===== config.mk =====
export PLATFORM = sky130hd
export DESIGN_NAME = kenny_speaker_translator
export DESIGN_NICKNAME = d
export VERILOG_FILES = /design/src/rtl/kenny_audio_pkg.sv /design/src/rtl/kenny_sample_fifo2.sv /design/src/rtl/kenny_speaker_translator.sv
export SDC_FILE = /design/constraint.sdc
export NUM_CORES = 1
export LEC_CHECK = 0
export ABC_AREA = 0
export BUFFER_PORTS_ARGS = -buffer_cell sky130_fd_sc_hd__clkbuf_2
export CORE_AREA = 2 2 101 103
export DETAILED_ROUTE_END_ITERATION = 8
export DIE_AREA = 0 0 103 105
export PLACE_DENSITY = 0.78
export SYNTH_ARGS = -nofsm -noshare
export SYNTH_HDL_FRONTEND = slang
export SYNTH_SLANG_ARGS = --single-unit
export TNS_END_PERCENT = 20

===== constraint.sdc =====
create_clock -name clk -period 7.1 [get_ports clk]
set_input_delay 1.065 -clock clk [delete_from_list [all_inputs] [get_ports clk]]
set_output_delay 1.065 -clock clk [all_outputs]
set_load 0.02 [all_outputs]

===== src/rtl/kenny_audio_pkg.sv =====
// Shared audio types for the I2S speaker transmitter and microphone receiver.
package kenny_audio_pkg;
  localparam int KENNY_SAMPLE_W = 18;
  localparam int KENNY_SLOT_W   = 32;

  typedef struct packed {
    logic [KENNY_SAMPLE_W-1:0] left;
    logic [KENNY_SAMPLE_W-1:0] right;
  } stereo_sample_t;
endpackage


===== src/rtl/kenny_sample_fifo2.sv =====
// Two-entry FIFO of stereo pairs; full_nxt lets the owner register its ready flag.
module kenny_sample_fifo2
  import kenny_audio_pkg::*;
#(
  parameter type T = stereo_sample_t
) (
  input  logic clk,
  input  logic reset,
  input  logic push,
  input  logic pop,
  input  T     wdata,
  output T     rdata,
  output logic full,
  output logic empty,
  output logic full_nxt
);
  T           mem_q [2];
  T           mem_d [2];
  logic       wr_ptr_q, wr_ptr_d;
  logic       rd_ptr_q, rd_ptr_d;
  logic [1:0] cnt_q, cnt_d;
  logic       do_push, do_pop;

  always_comb begin
    do_push  = push && (cnt_q != 2'd2);
    do_pop   = pop && (cnt_q != 2'd0);
    mem_d    = mem_q;
    wr_ptr_d = wr_ptr_q;
    rd_ptr_d = rd_ptr_q;
    if (do_push) begin
      mem_d[wr_ptr_q] = wdata;
      wr_ptr_d        = ~wr_ptr_q;
    end
    if (do_pop) rd_ptr_d = ~rd_ptr_q;
    cnt_d    = cnt_q + {1'b0, do_push} - {1'b0, do_pop};
    full_nxt = (cnt_d == 2'd2);
  end

  assign rdata = mem_q[rd_ptr_q];
  assign full  = (cnt_q == 2'd2);
  assign empty = (cnt_q == 2'd0);

  always_ff @(posedge clk or negedge reset) begin
    if (!reset) begin
      mem_q    <= '{default: '0};
      wr_ptr_q <= 1'b0;
      rd_ptr_q <= 1'b0;
      cnt_q    <= 2'd0;
    end else begin
      mem_q    <= mem_d;
      wr_ptr_q <= wr_ptr_d;
      rd_ptr_q <= rd_ptr_d;
      cnt_q    <= cnt_d;
    end
  end
endmodule


===== src/rtl/kenny_speaker_translator.sv =====
// I2S transmitter: BCLK/LRCLK generation and MSB-first serialisation of
// stereo pairs drawn from a 2-entry FIFO, one pair per frame.
module kenny_speaker_translator
  import kenny_audio_pkg::*;
#(
  parameter int SAMPLE_W = KENNY_SAMPLE_W,
  parameter int SLOT_W   = KENNY_SLOT_W,
  parameter int HALF_DIV = 2
) (
  input  logic                clk,
  input  logic                reset,
  input  logic                in_valid,
  output logic                in_ready,
  input  logic [SAMPLE_W-1:0] in_left,
  input  logic [SAMPLE_W-1:0] in_right,
  output logic                BCLK,
  output logic                LRCLK,
  output logic                DIN,
  output logic                frame_start,
  output logic                underrun
);
  localparam int DIV_W = (HALF_DIV > 1) ? $clog2(HALF_DIV) : 1;
  localparam int BIT_W = $clog2(SLOT_W);

  typedef struct packed {
    logic [SAMPLE_W-1:0] left;
    logic [SAMPLE_W-1:0] right;
  } pair_t;

  logic [DIV_W-1:0]    div_cnt_q, div_cnt_d;
  logic [BIT_W-1:0]    bit_cnt_q, bit_cnt_d;
  logic                bclk_q, bclk_d, lrclk_q, lrclk_d, din_q, din_d;
  logic                frame_start_q, frame_start_d, underrun_q, underrun_d;
  logic                in_ready_q, in_ready_d;
  logic [SAMPLE_W-1:0] sh_q, sh_d, hold_q, hold_d;
  logic                div_wrap, fall, slot_wrap, frame_edge, right_edge;
  logic                push, pop, fifo_full, fifo_empty, fifo_full_nxt;
  pair_t               wr_pair, head;

  assign wr_pair = {in_left, in_right};

  kenny_sample_fifo2 #(.T(pair_t)) u_fifo (
    .clk      (clk),
    .reset    (reset),
    .push     (push),
    .pop      (pop),
    .wdata    (wr_pair),
    .rdata    (head),
    .full     (fifo_full),
    .empty    (fifo_empty),
    .full_nxt (fifo_full_nxt)
  );

  always_comb begin
    div_wrap      = (div_cnt_q == DIV_W'(HALF_DIV - 1));
    div_cnt_d     = div_wrap ? '0 : div_cnt_q + 1'b1;
    bclk_d        = div_wrap ? ~bclk_q : bclk_q;
    fall          = div_wrap && bclk_q;
    slot_wrap     = (bit_cnt_q == BIT_W'(SLOT_W - 1));
    frame_edge    = fall && slot_wrap && lrclk_q;
    right_edge    = fall && slot_wrap && !lrclk_q;
    // No bypass: a pair pushed on the frame-start edge waits for the next frame.
    pop           = frame_edge && !fifo_empty;
    push          = in_valid && in_ready_q && !fifo_full;
    in_ready_d    = !fifo_full_nxt;
    frame_start_d = frame_edge;
    underrun_d    = frame_edge && fifo_empty;
    bit_cnt_d     = bit_cnt_q;
    lrclk_d       = lrclk_q;
    din_d         = din_q;
    sh_d          = sh_q;
    hold_d        = hold_q;
    if (fall) begin
      bit_cnt_d = slot_wrap ? '0 : bit_cnt_q + 1'b1;
      lrclk_d   = slot_wrap ? ~lrclk_q : lrclk_q;
      din_d     = 1'b0;
      if (frame_edge) begin
        sh_d   = fifo_empty ? '0 : head.left;
        hold_d = fifo_empty ? '0 : head.right;
      end else if (right_edge) begin
        sh_d = hold_q;
      end else if (bit_cnt_q < BIT_W'(SAMPLE_W)) begin
        // Slot bit 0 is the I2S delay bit, so bit k carries sample[SAMPLE_W-k].
        din_d = sh_q[SAMPLE_W-1];
        sh_d  = {sh_q[SAMPLE_W-2:0], 1'b0};
      end
    end
  end

  always_ff @(posedge clk or negedge reset) begin
    if (!reset) begin
      div_cnt_q     <= '0;
      bit_cnt_q     <= BIT_W'(SLOT_W - 1);
      bclk_q        <= 1'b1;
      lrclk_q       <= 1'b1;
      din_q         <= 1'b0;
      frame_start_q <= 1'b0;
      underrun_q    <= 1'b0;
      in_ready_q    <= 1'b0;
      sh_q          <= '0;
      hold_q        <= '0;
    end else begin
      div_cnt_q     <= div_cnt_d;
      bit_cnt_q     <= bit_cnt_d;
      bclk_q        <= bclk_d;
      lrclk_q       <= lrclk_d;
      din_q         <= din_d;
      frame_start_q <= frame_start_d;
      underrun_q    <= underrun_d;
      in_ready_q    <= in_ready_d;
      sh_q          <= sh_d;
      hold_q        <= hold_d;
    end
  end

  assign BCLK        = bclk_q;
  assign LRCLK       = lrclk_q;
  assign DIN         = din_q;
  assign frame_start = frame_start_q;
  assign underrun    = underrun_q;
  assign in_ready    = in_ready_q;
endmodule

# Yosys cells after proc, flatten, opt, wreduce, memory -nomap -nowiden

Cells that the tools add are included.

Register bits: 124
Output and inout bits: 6
Word-level logic and storage cells: 72

Add/subtract/negate cells: 4
Magnitude comparators: 4
Equality and inequality tests: 4
Multiplexer cells: 16
Bitwise operators: 6
Reductions and logical operators: 21

Operators by type and width:

| operator            | number |
|---|---|
| $mux 36             | 4 |
| $mux 18             | 5 |
| $bwmux 72           | 1 |
| $demux 36 s1        | 1 |
| $logic_and 1x1->1   | 11 |
| $reduce_and 2->1    | 3 |
| $add 5x1->5 const B | 1 |
| $eq 5x5->1 const B  | 1 |
| $lt 5x5->1 const B  | 1 |
| $mux 5              | 1 |
| $eq 2x2->1 const B  | 2 |
| $ge 2x2->1 const B  | 2 |
| $logic_not 1->1     | 4 |
| $mux 1              | 4 |
| $not 1->1           | 4 |
| $not 1->2           | 2 |
| $reduce_bool 3->1   | 1 |
| $add 2x1->2         | 1 |
| $logic_not 2->1     | 1 |
| $lt 2x1->1 const B  | 1 |
| $ne 2x2->1 const B  | 1 |
| $reduce_bool 2->1   | 1 |
| $sub 2x1->2         | 1 |
| $add 1x1->1 const B | 1 |

# Logic depth before layout (Yosys ltp)

Gate-level depths: netlist (run 1).

Depth in word-level cells: 8
Gate-level depth with buffers: 16
Depth with buffers taken out: 14

# By module

From an unflattened synthesis (run 1), not the netlist that was laid out.

Cell total of the unflattened synthesis: 467
Area, all modules: 6117.1 sq um

Modules (own cells, without submodules):

| module                   | instances | cells each | area an instance (sq um) | seq. area each (sq um) |
|---|---|---|---|---|
| kenny_sample_fifo2       | 1         | 211        | 3618.5                   | 1901.8 |
| kenny_speaker_translator | 1         | 256        | 2498.6                   | 1209.9 |

# Worst setup path after synthesis (run 1)

OpenSTA, ideal clock, no wires.

Kind: reg2reg
From: reg bit_cnt_q[1]
To: reg in_ready_q, in the netlist in_ready
Arrival time: 2581 ps
Required time: 6977 ps
Path slack: 4396 ps
Stages on the path, launching flop included: 17
Buffers on the path: 2
Period minus slack after synthesis: 2704 ps
Cell sequence: dfstp_2 -> ha_1 -> and3_1 -> ha_1 -> and3_1 -> buf_4 -> nand2_2 -> inv_4 -> nand2_1 -> buf_2 -> inv_1 -> ha_1 -> inv_1 -> ha_1 -> xnor2_1 -> xnor2_1 -> nand2b_1

Longest elaborated chain between the ends: 8

Ends and longest elaborated chain:

| what                            | line                            | text |
|---|---|---|
| start: declaration              | kenny_speaker_translator.sv:31  | `logic [BIT_W-1:0] bit_cnt_q, bit_cnt_d;` |
| start signal: assignment        | kenny_speaker_translator.sv:93  | `bit_cnt_q <= BIT_W'(SLOT_W - 1);` |
| start signal: assignment        | kenny_speaker_translator.sv:104 | `bit_cnt_q <= bit_cnt_d;` |
| $eq 5x5->1                      | kenny_speaker_translator.sv:59  | `slot_wrap = (bit_cnt_q == BIT_W'(SLOT_W - 1));` |
| $logic_and 1x1->1 (2 in series) | kenny_speaker_translator.sv:60  | `frame_edge = fall && slot_wrap && lrclk_q;` |
| $logic_and 1x1->1               | kenny_speaker_translator.sv:63  | `pop = frame_edge && !fifo_empty;` |
| $logic_and 1x1->1               | kenny_sample_fifo2.sv:26        | `do_pop = pop && (cnt_q != 2'd0);` |
| named net u_fifo.do_pop         | kenny_sample_fifo2.sv:22        | `logic do_push, do_pop;` |
| $sub 2x1->2                     | kenny_sample_fifo2.sv:35        | `cnt_d = cnt_q + {1'b0, do_push} - {1'b0, do_pop};` |
| named net u_fifo.cnt_d[1]       | kenny_sample_fifo2.sv:21        | `logic [1:0] cnt_q, cnt_d;` |
| $eq 2x2->1                      | kenny_sample_fifo2.sv:36        | `full_nxt = (cnt_d == 2'd2);` |
| $logic_not 1->1                 | kenny_speaker_translator.sv:65  | `in_ready_d = !fifo_full_nxt;` |
| named net in_ready_d            | kenny_speaker_translator.sv:34  | `logic in_ready_q, in_ready_d;` |
| end signal: assignment          | kenny_speaker_translator.sv:110 | `in_ready_q <= in_ready_d;` |
| end: declaration                | kenny_speaker_translator.sv:34  |  |

The timed path passes the listed nets, and every way through them passes these cells.
A chain may end at the register's enable or synchronous reset.

# Worst setup path in the final report (run 1)

Ends and elaborated chain as after synthesis.

==> results.toml, run 1 <==
[outcome]
outcome = "complete, no violations"

[clock_tree]
ctsHoldBuffers = 0
cts-buffers-inserted = 17
worst_skew_pair.late_latency_ns = 0.53
h-tree-depth = 4
cts_max_path_buffers = 2
cts.clk_slew.worst_paths_ns = 0.06
root_buffer = "clkbuf_8"
cts_tree = "built"
cts.repair.resized = 0
cts.sink_count = 124
cts_setup_buffers = 0

[timing]
fin_tns_setup_ns = 0
rsz0062_at_grt = "false"
max_freq_mhz = 249.5
slew_headroom_pct = 23.97
setup_viol = 0
period_minus_slack_ns = 4.008
tightest_slew_ns = 1.140
skew_ns = 0.006939
post-route-period-util_pct = 56.45
drv_slew = 0
hold_viol_final = 0

[flow_run]
timing.max_cap.violations = 0

[pwr]
fin_total_pwr_uw = 2525
p_seq_share_pct = 42.0
power_frac_comb_pct = 23.8
p_leak_uw = 0.002887
swShare_pct = 26.90
power_frac_clock_pct = 34.2
p_int_uw = 1846
pwr_density_cell_nw_per_um2 = 386.6
p_sw_uw = 679.4
ir_worst_vdd_mv = 0.2046

[logic_synthesis]
yosys_register_bits = 124
netlist_top_cells_area = "dfrtp_1 (51%), mux2_2 (12%), mux2_4 (7.9%), mux2i_1 (3.5%), dfstp_2 (3.2%)"
synth_compound_gate_area_share_pct = 9.369
synthesis.nets = 464
yosys.area.top_type_share_pct = 51.10
ys_warn_count = 0
yosys.area_share.simple_pct = 7.316
synth-xor-area-share_pct = 0.9172
yosysMostFrequentCell = "dfrtp_1"
synth_top_family_by_area = "multiplexers"
syn_area_per_cell_sq_um = 13.61
synthAdderAreaFrac_pct = 0.8736
synth_area_sq_um = 5729
synthFlopType = "dfrtp_1"
synthMuxAreaShare_pct = 22.95
ys_seq_area_share_pct = 54.31
synthTopCellsByCount = "dfrtp_1 (117), mux2_2 (59), mux2_4 (30)"
synth_edf_count = 0
yosysTopAreaCell = "dfrtp_1"
async_reset_ff_share_pct = 100.0
netlist_instances = 421
synth.distinct_cells = 39

[die]
die_area_sq_um = 10820
ioPinCount = 45
initial_core_util_pct = 59.44
die_w_microns = 103
die_h_microns = 105
rows = 36
core_sq_um = 9639

[critical_path]
worstPathCellList = "ha_1 > and3_1 > ha_1 > and3_1 > buf_4 > nand2_2 > inv_4 > nand2_1 > inv_1 > ha_1 > inv_1 > ha_1 > xnor2_1 > xnor2_1 > nand2b_1"
crit_buf_inv = 4
path_max_fanout = 37
max_stage_delay_ns = 0.58
critical_path.slowest_cell = "dfstp_2"
critPathLaunchType = "flip-flop"
path_class = "reg -> reg"
crit_top_cell = "ha_1"
required_ns = 7.50
end_kind = "flip-flop"
critical_path.top_delay_family = "simple AND/OR/NAND/NOR gates"
arrival_ns = 4.41

[placed_design]
io_buffers = 44
dp_hpwl_microns = 7283
dp.cells = 572
gp_congestion = 0.7995
placed_cell_area_sq_um = 5934

[drt]
routed_via_density = 5.889
via_count = 3557
wl_per_cell_microns = 18.58
first_pass_iters = 5
drt-total-wl_microns = 11220
ant_nets = 0
drt_iter0_drc = 250
drc_errors = 0

[global_routing]
grt_usage_pct = 22.88
antenna_found_initial = 0
grt_pass1_vias = 3806
overflow = 0
grt_max_degree = 64
grt_pass1_wl_microns = 18770

[final_layout]
drive_gt1_share_pct = 38.85
multi_input_area_sq_um = 2375
fillerInstances = 702
fin_util_pct = 67.77
ff_latch_area_sq_um = 3112
syn2layout_area_growth_pct = 14.02
final_area_sq_um = 6533
fin_cells = 604
insertedDiodeCount = 0
nNetsFinal = 501

[hold_path]
hold_path.class = "reg -> reg"
-- worst register-to-register path: cells and delay by family (launching register included) --
family | cells | cell delay, ns
xor+xnor | 2 | 0.31
fa+ha+maj | 4 | 0.84
buf+inv | 4 | 0.87
flops | 1 | 0.58
simple gates | 5 | 1.29
-- cells by family after synthesis --
logic type | Yosys count
flip-flops | 124
multiplexers | 109
AND/OR/NAND/NOR | 79
AO/OA/AOI/OAI | 62
buffers and inverters | 37
XOR/XNOR | 6
adder cells (fa/ha/maj) | 4
-- cell type report --
| class | instances | area share, % |
|---|---|---|
| clock buffers | 18 | 6.550 |
| clock inverters | 14 | 2.605 |
| inverters | 7 | 0.4405 |
| multi-input cells | 260 | 36.35 |
| flip-flops and latches | 124 | 47.63 |
| well taps | 133 | 2.547 |
| repair buffers | 48 | 3.869 |
-- through the flow --
step                hold WS (ns)  setup WS, ns
floorplan                 0.4539         4.396
global placement          0.4673         3.417
detailed placement        0.4751         3.180
CTS                       0.4857         3.115
global route              0.5101         2.756
finish                    0.4866         3.092
-- flip-flops by register name (all words and copies together), names as in the netlist --
name	count
u_fifo.mem_q	72
hold_q	18
sh_q	18
bit_cnt_q	5
u_fifo.cnt_q	2
BCLK	1
DIN	1
LRCLK	1
div_cnt_q	1
frame_start	1
in_ready	1
u_fifo.rd_ptr_q	1
u_fifo.wr_ptr_q	1
underrun	1
-- per-layer routing --
metal  wire length, microns  GRT usage [%]
met5                      0              0
met4                    202          8.929
met3                    359          6.488
met2                   5868          36.92
met1                   4790          28.96
-- worst paths after layout --
check	to	slack (ns)	cells after the start	start
max	in_ready	3.09	15	bit_cnt_q[1]
min	bit_cnt_q[0]	0.49	2	bit_cnt_q[0]
max reg2reg	in_ready	3.09	15	bit_cnt_q[1]
min reg2reg	bit_cnt_q[0]	0.49	2	bit_cnt_q[0]
max in group asynchronous	u_fifo.mem_q[33]	5.26	2	reset
min in group asynchronous	u_fifo.mem_q[21]	0.60	1	reset
-- power by group through the flow --
stage	Combinational, uW	Clock (uW)	Sequential (uW)
floorplan	520	0	1030
global route	649	903	1090
finish	601	864	1060
global placement	583	0	1050
CTS	612	872	1060
detailed placement	610	0	1070
-- placed cells by master (no fill, tap or decap), types with 5 or more instances in the layout --
master,n
dfrtp_1,117
clkbuf_16,16
nand3b_1,18
a41oi_1,17
nand2_1,29
mux2_2,59
clkbuf_2,43
o2bb2ai_1,18
inv_1,5
clkinvlp_4,7
mux2i_1,20
mux2_4,30
dfstp_2,7
nand3_1,20
a211oi_1,17
buf_4,5
Note: power is estimated with default switching activity, not from simulation.
==> inputs of run 2 (changes only) <==
Settings changed: CORE_AREA 2 2 101 103 to 2 2 107 109, DIE_AREA 0 0 103 105 to 0 0 109 111, PLACE_DENSITY 0.78 to 0.73.
Clock period 7.1 ns to 3.3 ns, I/O delays scaled along.
==> run 2 against run 1 <==
Core utilization down 8.3 points. Worst setup slack worse by 2.6 ns. Via count up 0.62%. Worst hold slack worse by 0.42 ns. Cell count up 2.5%. Final area up 0.79%. Die area up 12%. Sequential share of layout area down 0.35 points. Clock skew up 0.0036 ns. Total power up 110%.
==> results.toml, run 2 (synthesis results as in run 1) <==
[outcome]
outcome = "complete, no violations"

[global_routing]
grt_pass1_wl_microns = 19290
grt_pass1_vias = 3846
grt_max_degree = 86
overflow = 0
antenna_found_initial = 0
grt_usage_pct = 20.96

[drt]
drt-total-wl_microns = 11630
via_count = 3579
drt_iter0_drc = 207
drc_errors = 0
routed_via_density = 5.782
first_pass_iters = 4
wl_per_cell_microns = 18.78
ant_nets = 0

[pwr]
p_sw_uw = 1398
p_leak_uw = 0.002937
swShare_pct = 25.97
power_frac_clock_pct = 33.5
pwr_density_cell_nw_per_um2 = 817.7
fin_total_pwr_uw = 5384
p_seq_share_pct = 42.3
power_frac_comb_pct = 24.2
ir_worst_vdd_mv = 0.3922
p_int_uw = 3986

[final_layout]
top_register = "u_fifo.mem_q"
fillerInstances = 847
final_common_cell = "dfrtp_1"
drive_gt1_share_pct = 39.29
reg_top3 = "u_fifo.mem_q: 72 flops, hold_q: 18 flops, sh_q: 18 flops"
syn2layout_area_growth_pct = 14.92
multi_input_area_sq_um = 2375
final_cell_mix = "dfrtp_1 (116), mux2_2 (59), clkbuf_2 (43)"
largest_reg_flops = 72
nNetsFinal = 507
insertedDiodeCount = 0
ff_latch_area_sq_um = 3113

[timing]
tightest_slew_ns = 0.8553
hold_viol_final = 0
fin_tns_setup_ns = 0
drv_slew = 0
skew_ns = 0.01057
slew_headroom_pct = 42.98
post-route-worst-setup-slack_ns = 0.4587
rsz0062_at_grt = "false"
setup_viol = 0
post-route-period-util_pct = 86.10
max_freq_mhz = 351.9
period_minus_slack_ns = 2.841

[clock_tree]
cts.clk_slew.worst_paths_ns = 0.05
cts.repair.resized = 0
worst_skew_pair.late_latency_ns = 0.41
cts_setup_buffers = 0
ctsHoldBuffers = 0
root_buffer = "clkbuf_16"
h-tree-depth = 4
cts-buffers-inserted = 17
cts.sink_count = 124
cts_max_path_buffers = 2
cts_tree = "built"

[die]
initial_core_util_pct = 51.72
rows = 39
ioPinCount = 45
die_area_sq_um = 12100
die_w_microns = 109
core_sq_um = 11080
die_h_microns = 111

[placed_design]
io_buffers = 44
gp_congestion = 0.8081
dp_slack_ns = 0.4808
dp_hpwl_microns = 7490

[critical_path]
required_ns = 3.59
arrival_ns = 3.13
critPathLaunchType = "flip-flop"
end_kind = "flip-flop"
path_class = "reg -> reg"
path_max_fanout = 19

[flow_run]
timing.max_cap.violations = 0

[hold_path]
hold_path.class = "in -> async"
==> run 2: cell count changes in the layout (fill, tap and decap cells not counted), moves of 2 or more <==
cell,previous run,this run
clkinvlp_4,7,0
clkinv_2,2,6
buf_4,5,10
clkbuf_1,0,2
clkbuf_8,2,4
==> run 2: worst max-delay path, stage by stage (launching register included) <==
cell and delay, ns:
dfstp_2 0.58, ha_1 0.21, and3_1 0.17, ha_1 0.26, and3_1 0.23, nand2_2 0.09
inv_4 0.20, nand2_1 0.09, inv_1 0.08, ha_1 0.23, inv_1 0.06, ha_1 0.16
xnor2_1 0.13, xnor2_1 0.16, nand2b_1 0.08
==> run 2: power by group through the flow <==
stage	registers (uW)	logic [uW]	clock network [uW]
floorplan	2210	1120	0
global placement	2250	1270	0
detailed placement	2300	1310	0
CTS	2280	1320	1830
global route	2330	1410	1910
finish	2280	1300	1810
==> run 2: worst paths after layout <==
kind / start / end / slack, ns / cells past startpoint
hold / removal: reset / u_fifo.mem_q[35] / 0.06 / 1
min in group clk: in_right[12] / u_fifo.mem_q[48] / 0.33 / 2
setup / recovery: bit_cnt_q[1] / in_ready / 0.46 / 14
max in group asynchronous: reset / bit_cnt_q[4] / 2.41 / 2
setup reg to reg: bit_cnt_q[1] / in_ready / 0.46 / 14
hold reg to reg: hold_q[1] / hold_q[1] / 0.49 / 1
==> run 2: metal layers <==
metal  vias to the layer above  track usage [%]  part of all wire, %
met3                        16            5.938                  3.7
met5                         -                0                    0
li1                       1636                -                    -
met2                        73            33.04                   51
met1                      1854            27.22                   43
met4                         0            8.376                  1.8
==> run 2: metrics by stage <==
step           area, sq um  hold slack [ns]  utilization (%)  std cells
2_1_floorplan         5729           0.1994                -        421
4_1_cts               6584          0.06771            59.44        619
3_5_place_dp          6006           0.4797            54.22        588
3_3_place_gp          6006           0.4651            54.22        588
5_1_grt               6584          0.08728            59.44        619
6_report              6584          0.06384            59.44        619
==> run 2: layout make-up <==
cell class	instances	area share, %
well taps	143	2.718
clock inverters	8	1.368
multi-input cells	260	36.07
inverters	7	0.4371
repair buffers	54	4.713
flip-flops and latches	124	47.28
clock buffers	23	7.412
